==> src/rtl/regfile_wb_arbiter.sv <==
// rtl/regfile_wb_arbiter.sv - two-source writeback arbiter for the register-file write port
//
// Purpose:
//   Merges two writeback sources onto the single register-file write port.
//   src0 carries ALU results and src1 carries memory loads.
//   Each source feeds a one-entry holding buffer through a valid/ready handshake.
//   An arbiter, round-robin or fixed priority, drains the buffers through a
//   three-state sequencer (IDLE -> SETUP -> PULSE). The register file commits on
//   transitions of regWrite, so writeReg/writeData are loaded one full cycle
//   before the strobe rises, and they hold while it is high.
//
// Ports:
//   clk                      rising-edge clock
//   reset                    synchronous, active-high
//   src0_valid/ready/reg/data  ALU writeback handshake and payload
//   src1_valid/ready/reg/data  load writeback handshake and payload
//   writeReg, writeData      register-file write index and data (registered)
//   regWrite                 register-file write strobe, one-cycle pulse (registered)
//   busy                     sequencer active or a holding buffer occupied
//   wr_count                 completed write pulses, wraps at 16 bits

module regfile_wb_arbiter #(
    parameter int ADDR_W     = 5,
    parameter int DATA_W     = 32,
    parameter int FIXED_PRIO = 0
) (
    input  logic              clk,
    input  logic              reset,
    input  logic              src0_valid,
    output logic              src0_ready,
    input  logic [ADDR_W-1:0] src0_reg,
    input  logic [DATA_W-1:0] src0_data,
    input  logic              src1_valid,
    output logic              src1_ready,
    input  logic [ADDR_W-1:0] src1_reg,
    input  logic [DATA_W-1:0] src1_data,
    output logic [ADDR_W-1:0] writeReg,
    output logic [DATA_W-1:0] writeData,
    output logic              regWrite,
    output logic              busy,
    output logic [15:0]       wr_count
);

    localparam logic [1:0] IDLE  = 2'd0;
    localparam logic [1:0] SETUP = 2'd1;
    localparam logic [1:0] PULSE = 2'd2;

    logic [1:0]        state;

    logic              buf0Full;
    logic [ADDR_W-1:0] buf0Reg;
    logic [DATA_W-1:0] buf0Data;
    logic              buf1Full;
    logic [ADDR_W-1:0] buf1Reg;
    logic [DATA_W-1:0] buf1Data;

    // Set when src1 should win the next tie; cleared at reset so src0 is favoured first.
    logic              rrFavour1;

    logic [15:0]       wrCount;

    logic              pick1;
    logic              grant0;
    logic              grant1;
    logic              anyGrant;
    logic [ADDR_W-1:0] grantReg;
    logic [DATA_W-1:0] grantData;

    // Arbitration. A grant is issued only in IDLE, so a full sequence costs three
    // cycles. Grants come straight from the buffer flags, which lets a granted
    // buffer take a new entry on the same edge.
    always_comb begin
        pick1     = 1'b0;
        grant0    = 1'b0;
        grant1    = 1'b0;
        anyGrant  = 1'b0;
        grantReg  = buf0Reg;
        grantData = buf0Data;

        if (FIXED_PRIO != 0) begin
            pick1 = buf1Full && !buf0Full;
        end else begin
            pick1 = buf1Full && (!buf0Full || rrFavour1);
        end

        if (state == IDLE) begin
            grant1 = pick1;
            grant0 = buf0Full && !pick1;
        end
        anyGrant = grant0 || grant1;

        if (grant1) begin
            grantReg  = buf1Reg;
            grantData = buf1Data;
        end
    end

    assign src0_ready = !buf0Full || grant0;
    assign src1_ready = !buf1Full || grant1;
    assign busy       = (state != IDLE) || buf0Full || buf1Full;
    assign wr_count   = wrCount;

    // Holding buffers. Acceptance takes precedence over grant-empty, so a buffer
    // that is drained and refilled on the same edge stays full with the new entry.
    always_ff @(posedge clk) begin
        if (reset) begin
            buf0Full <= 1'b0;
            buf0Reg  <= '0;
            buf0Data <= '0;
            buf1Full <= 1'b0;
            buf1Reg  <= '0;
            buf1Data <= '0;
        end else begin
            if (src0_valid && src0_ready) begin
                buf0Full <= 1'b1;
                buf0Reg  <= src0_reg;
                buf0Data <= src0_data;
            end else if (grant0) begin
                buf0Full <= 1'b0;
            end

            if (src1_valid && src1_ready) begin
                buf1Full <= 1'b1;
                buf1Reg  <= src1_reg;
                buf1Data <= src1_data;
            end else if (grant1) begin
                buf1Full <= 1'b0;
            end
        end
    end

    // Round-robin pointer. Every grant moves it, including grants to r0 that
    // produce no pulse.
    always_ff @(posedge clk) begin
        if (reset) begin
            rrFavour1 <= 1'b0;
        end else if (anyGrant) begin
            rrFavour1 <= grant0;
        end
    end

    // Write sequencer. The address and data are loaded only on the IDLE->SETUP
    // edge, so they are settled a full cycle before regWrite rises. A grant
    // targeting r0 drops the entry and stays in IDLE.
    always_ff @(posedge clk) begin
        if (reset) begin
            state     <= IDLE;
            writeReg  <= '0;
            writeData <= '0;
            regWrite  <= 1'b0;
            wrCount   <= 16'd0;
        end else begin
            case (state)
                IDLE: begin
                    regWrite <= 1'b0;
                    if (anyGrant && (grantReg != '0)) begin
                        writeReg  <= grantReg;
                        writeData <= grantData;
                        state     <= SETUP;
                    end
                end
                SETUP: begin
                    regWrite <= 1'b1;
                    state    <= PULSE;
                end
                PULSE: begin
                    regWrite <= 1'b0;
                    wrCount  <= wrCount + 16'd1;
                    state    <= IDLE;
                end
                default: begin
                    regWrite <= 1'b0;
                    state    <= IDLE;
                end
            endcase
        end
    end

endmodule
==> config.mk <==
export PLATFORM = sky130hd
export DESIGN_NAME = regfile_wb_arbiter
export DESIGN_NICKNAME = d
export VERILOG_FILES = /design/src/rtl/regfile_wb_arbiter.sv
export SDC_FILE = /design/constraint.sdc
export NUM_CORES = 1
export LEC_CHECK = 0
export CORE_UTILIZATION = 50
export DETAILED_ROUTE_END_ITERATION = 10
export PLACE_DENSITY = 0.77
export SETUP_SLACK_MARGIN = 0.15
export SYNTH_ARGS = -nofsm -noshare
export SYNTH_HDL_FRONTEND = slang
export SYNTH_SLANG_ARGS = --single-unit
==> constraint.sdc <==
create_clock -name clk -period 3.1 [get_ports clk]
set_clock_uncertainty 0.15 [all_clocks]
set_input_delay 0.62 -clock clk [delete_from_list [all_inputs] [get_ports clk]]
set_output_delay 0.62 -clock clk [all_outputs]
set_load 0.02 [all_outputs]
==> run_results.csv <==
group,metric,value,unit
outcome,status,"complete, no violations",
place,hpwl,9.872,mm
synthesis,syn_nets,771,
cts,cts_buffer_depth,2,
synthesis,synth_seq_cells,133,
floorplanning,die-area,0.01216,mm^2
drt,drt_wl_total,15.73,mm
sta,worst_slew_pin_slew,0.8366,ns
cts,clk_pin_slew,0.06,ns
cells_and_area,diodes,0,
drt,dr.pass1.iters,7,
drt,antenna_left,0,
synthesis,syn_inst,692,
cts,cts_tree,"yes",
cells_and_area,final_layout_size_suffix_gt1_share,11.01,%
cells_and_area,area_growth,35.04,%
min_path,holdPathStages,2,
sta,setup_viol,0,
setup_path,rr_worst_depth,6,
sta,rsz0062_at_grt,"no",
drt,drc,0,
cts,cts.sinks,133,
cells_and_area,finalInstanceArea,0.007913,mm^2
job,drv_cap,0,
floorplanning,die_y,110.3,um
drt,drt_iter0_drc,455,
floorplanning,die_x,110.3,um
floorplanning,fp.coreArea,0.01142,mm^2
cts,clk_latency,0.41,ns
synthesis,synth_edf_count,0,
min_path,hp-class,"reg -> reg",
power,ir_drop,0.3211,mV
drt,wl_per_cell,16.54,um
setup_path,start_kind,"flop",
floorplanning,ioPinCount,135,
sta,tns,0,ns
sta,drv_slew,0,
setup_path,r2r_end,"writeData[9]",
synthesis,ys_warn_count,0,
power,p_leak,0.002927,uW
sta,finalCritPeriodShare,88.33,%
cts,postCtsSetupBuffers,0,
setup_path,cp_top_family,"buffers and inverters",
grt,overflow,0,
setup_path,cp.depth,4,
setup_path,end_kind,"primary output",
place,port-buffer-count,134,
power,power_density,599.5,mW/mm^2
grt,globalRouteTotalUtil,26.26,%
cts,ctsHtreeMaxLevel,4,
setup_path,path_class,"reg -> out",
cts,ctsResizeCount,0,
drt,vias,5441,
synthesis,synthFlopType,"dfxtp_1",
cells_and_area,fillers,900,
drt,via_per_inst,5.721,
synthesis,syn_area_per_cell,8.467,um^2
sta,layout_min_cycle_time,2.738,ns
setup_path,arrival,1.97,ns
cts,cts_buffers,17,
synthesis,syn_area,0.005859,mm^2
setup_path,required,2.33,ns
sta,fmax,365.2,MHz
power,total_power,4743,uW
setup_path,cp_max_fo,9,
setup_path,path_cells,"nor2_1, a21boi_2, inv_1, clkdlybuf4s50_1",
grt,antenna_found_initial,1,
cells_and_area,nets,874,
sta,hold_violations,0,
setup_path,crit_buf_inv,2,
min_path,worstHoldStart,"buf0Data[0]",
synthesis,ys_types,45,
grt,grt_start_max_net_pins,58,
place,place_area,0.007236,mm^2
setup_path,worstReg2RegStart,"buf0Full",
place,routabilityCongestion,0.8374,
setup_path,r2r_slack,0.68,ns
synthesis,seq_area_frac_synth,45.44,%
min_path,worstHoldEndpoint,"buf0Data[0]",
sta,max_slew_margin,44.23,%
floorplanning,core.rowCount,39,
setup_path,cpPeakStageDelay,0.54,ns
cts,cts.hold.buffers_added,0,
grt,grt_pass1_vias,5185,
floorplanning,initial_core_util,51.31,%
setup_path,cpMaxStageDelayCell,"dfxtp_1",
synthesis,synthArstFlopShare,0,%
cts,cts-root-buf,"clkbuf_16",
grt,grt_pass1_wl,24.54,mm
## worst max-delay path by stage
stage	from	end	slack (ns)
5_1_grt	state[1]	src1_ready	0.27
6_report	state[1]	src1_ready	0.36
4_1_cts	state[1]	src1_ready	0.36
2_1_floorplan	state[1]	writeData[10]	0.89
3_3_place_gp	src0_valid	buf0Reg[4]	0.81
3_5_place_dp	src0_valid	buf0Reg[4]	0.71
## metal layers
layer	part of all wire [%]	track usage [%]	wire, um
met3	7.8	5.879	1225
met2	48	43.57	7559
met1	42	33.26	6675
met4	1.6	9.774	259
met5	0.083	0	13
## cell families (layout without fill, tap and decap cells)
family | after synthesis | after routing | share of synthesized area, %
compound gates | 202 | 202 | 18.19
xor+xnor | 11 | 11 | 1.644
fa+ha+maj | 1 | 1 | 0.2135
buf+inv | 69 | 185 | 5.680
flops | 133 | 133 | 45.44
mux | 38 | 38 | 8.862
simple gates | 238 | 238 | 19.97
## placed cells by master, fill, tap and decap left out, types with 2 or more instances in the layout
master | Yosys | routed
a21oi_1 | 113 | 113
buf_12 | 3 | 4
buf_4 | 1 | 10
bufinv_16 | 0 | 5
clkbuf_16 | 0 | 17
clkbuf_8 | 0 | 4
clkdlybuf4s50_1 | 0 | 133
clkinv_4 | 0 | 3
clkinvlp_4 | 0 | 2
dfxtp_1 | 133 | 133
inv_1 | 6 | 6
mux2_2 | 7 | 7
mux2_4 | 26 | 26
mux2i_1 | 5 | 5
nand2_1 | 83 | 83
nand3_1 | 74 | 74
nand4_1 | 3 | 3
nor2_1 | 20 | 20
nor2b_1 | 35 | 34
nor3_1 | 6 | 6
nor3b_1 | 2 | 2
nor4_1 | 4 | 4
o21ai_0 | 72 | 72
o311ai_0 | 3 | 3
o31ai_1 | 4 | 4
or3_1 | 3 | 2
or4_1 | 2 | 2
xnor2_1 | 9 | 9
xor2_1 | 2 | 2
## state kept, by name (all words and copies together), names as in the netlist
signal and flops:
wr_count 16, buf0Full 1, writeReg 5, rrFavour1 1
buf0Reg 5, regWrite 1, buf1Full 1, buf1Reg 5
writeData 32, state 2, buf1Data 32, buf0Data 32
## report_power, final
group          total [uW]  leakage [uW]  switching (uW)  internal (uW)
Combinational         632       0.00151             343            289
Clock                2260      0.000325             739           1520
Sequential           1860       0.00109            56.1           1800
Total                4740       0.00293            1140           3600
## metrics by stage
stage               setup WS (ns)  instances  hold WS [ns]  utilization (%)
global route               0.2717        951        0.3184            69.30
global placement           0.8128        919        0.2897            63.37
finish                     0.3617        951        0.3019            69.30
detailed placement         0.7126        919        0.2956            63.37
floorplan                  0.8930        692        0.2829                -
CTS                        0.3645        951        0.3029            69.30
## cell type report
type,count,area (um^2),share of cell area [%]
clock buffers,21,480.5,6.072
clock inverters,11,196.4,2.483
inverters,6,22.52,0.2846
multi-input cells,490,2885,36.46
flip-flops and latches,133,2663,33.65
well taps,143,178.9,2.261
repair buffers,147,1486,18.79
## cell usage after synthesis (7+ instances only)
cell type | instances | area, um^2
a21oi_1 | 113 | 565.5
clkbuf_1 | 50 | 187.7
dfxtp_1 | 133 | 2663
mux2_2 | 7 | 78.83
mux2_4 | 26 | 390.4
nand2_1 | 83 | 311.6
nand3_1 | 74 | 370.4
nor2_1 | 20 | 75.07
nor2b_1 | 35 | 219.0
o21ai_0 | 72 | 360.4
xnor2_1 | 9 | 78.83
## tightest hold or removal path: cells and delay by family (launching register included)
kind             cells  cell delay [ns]
AO/OA/AOI/OAI        1             0.05
flip-flops           1             0.30
AND/OR/NAND/NOR      1             0.05
Power figures use the tool's default switching activity.
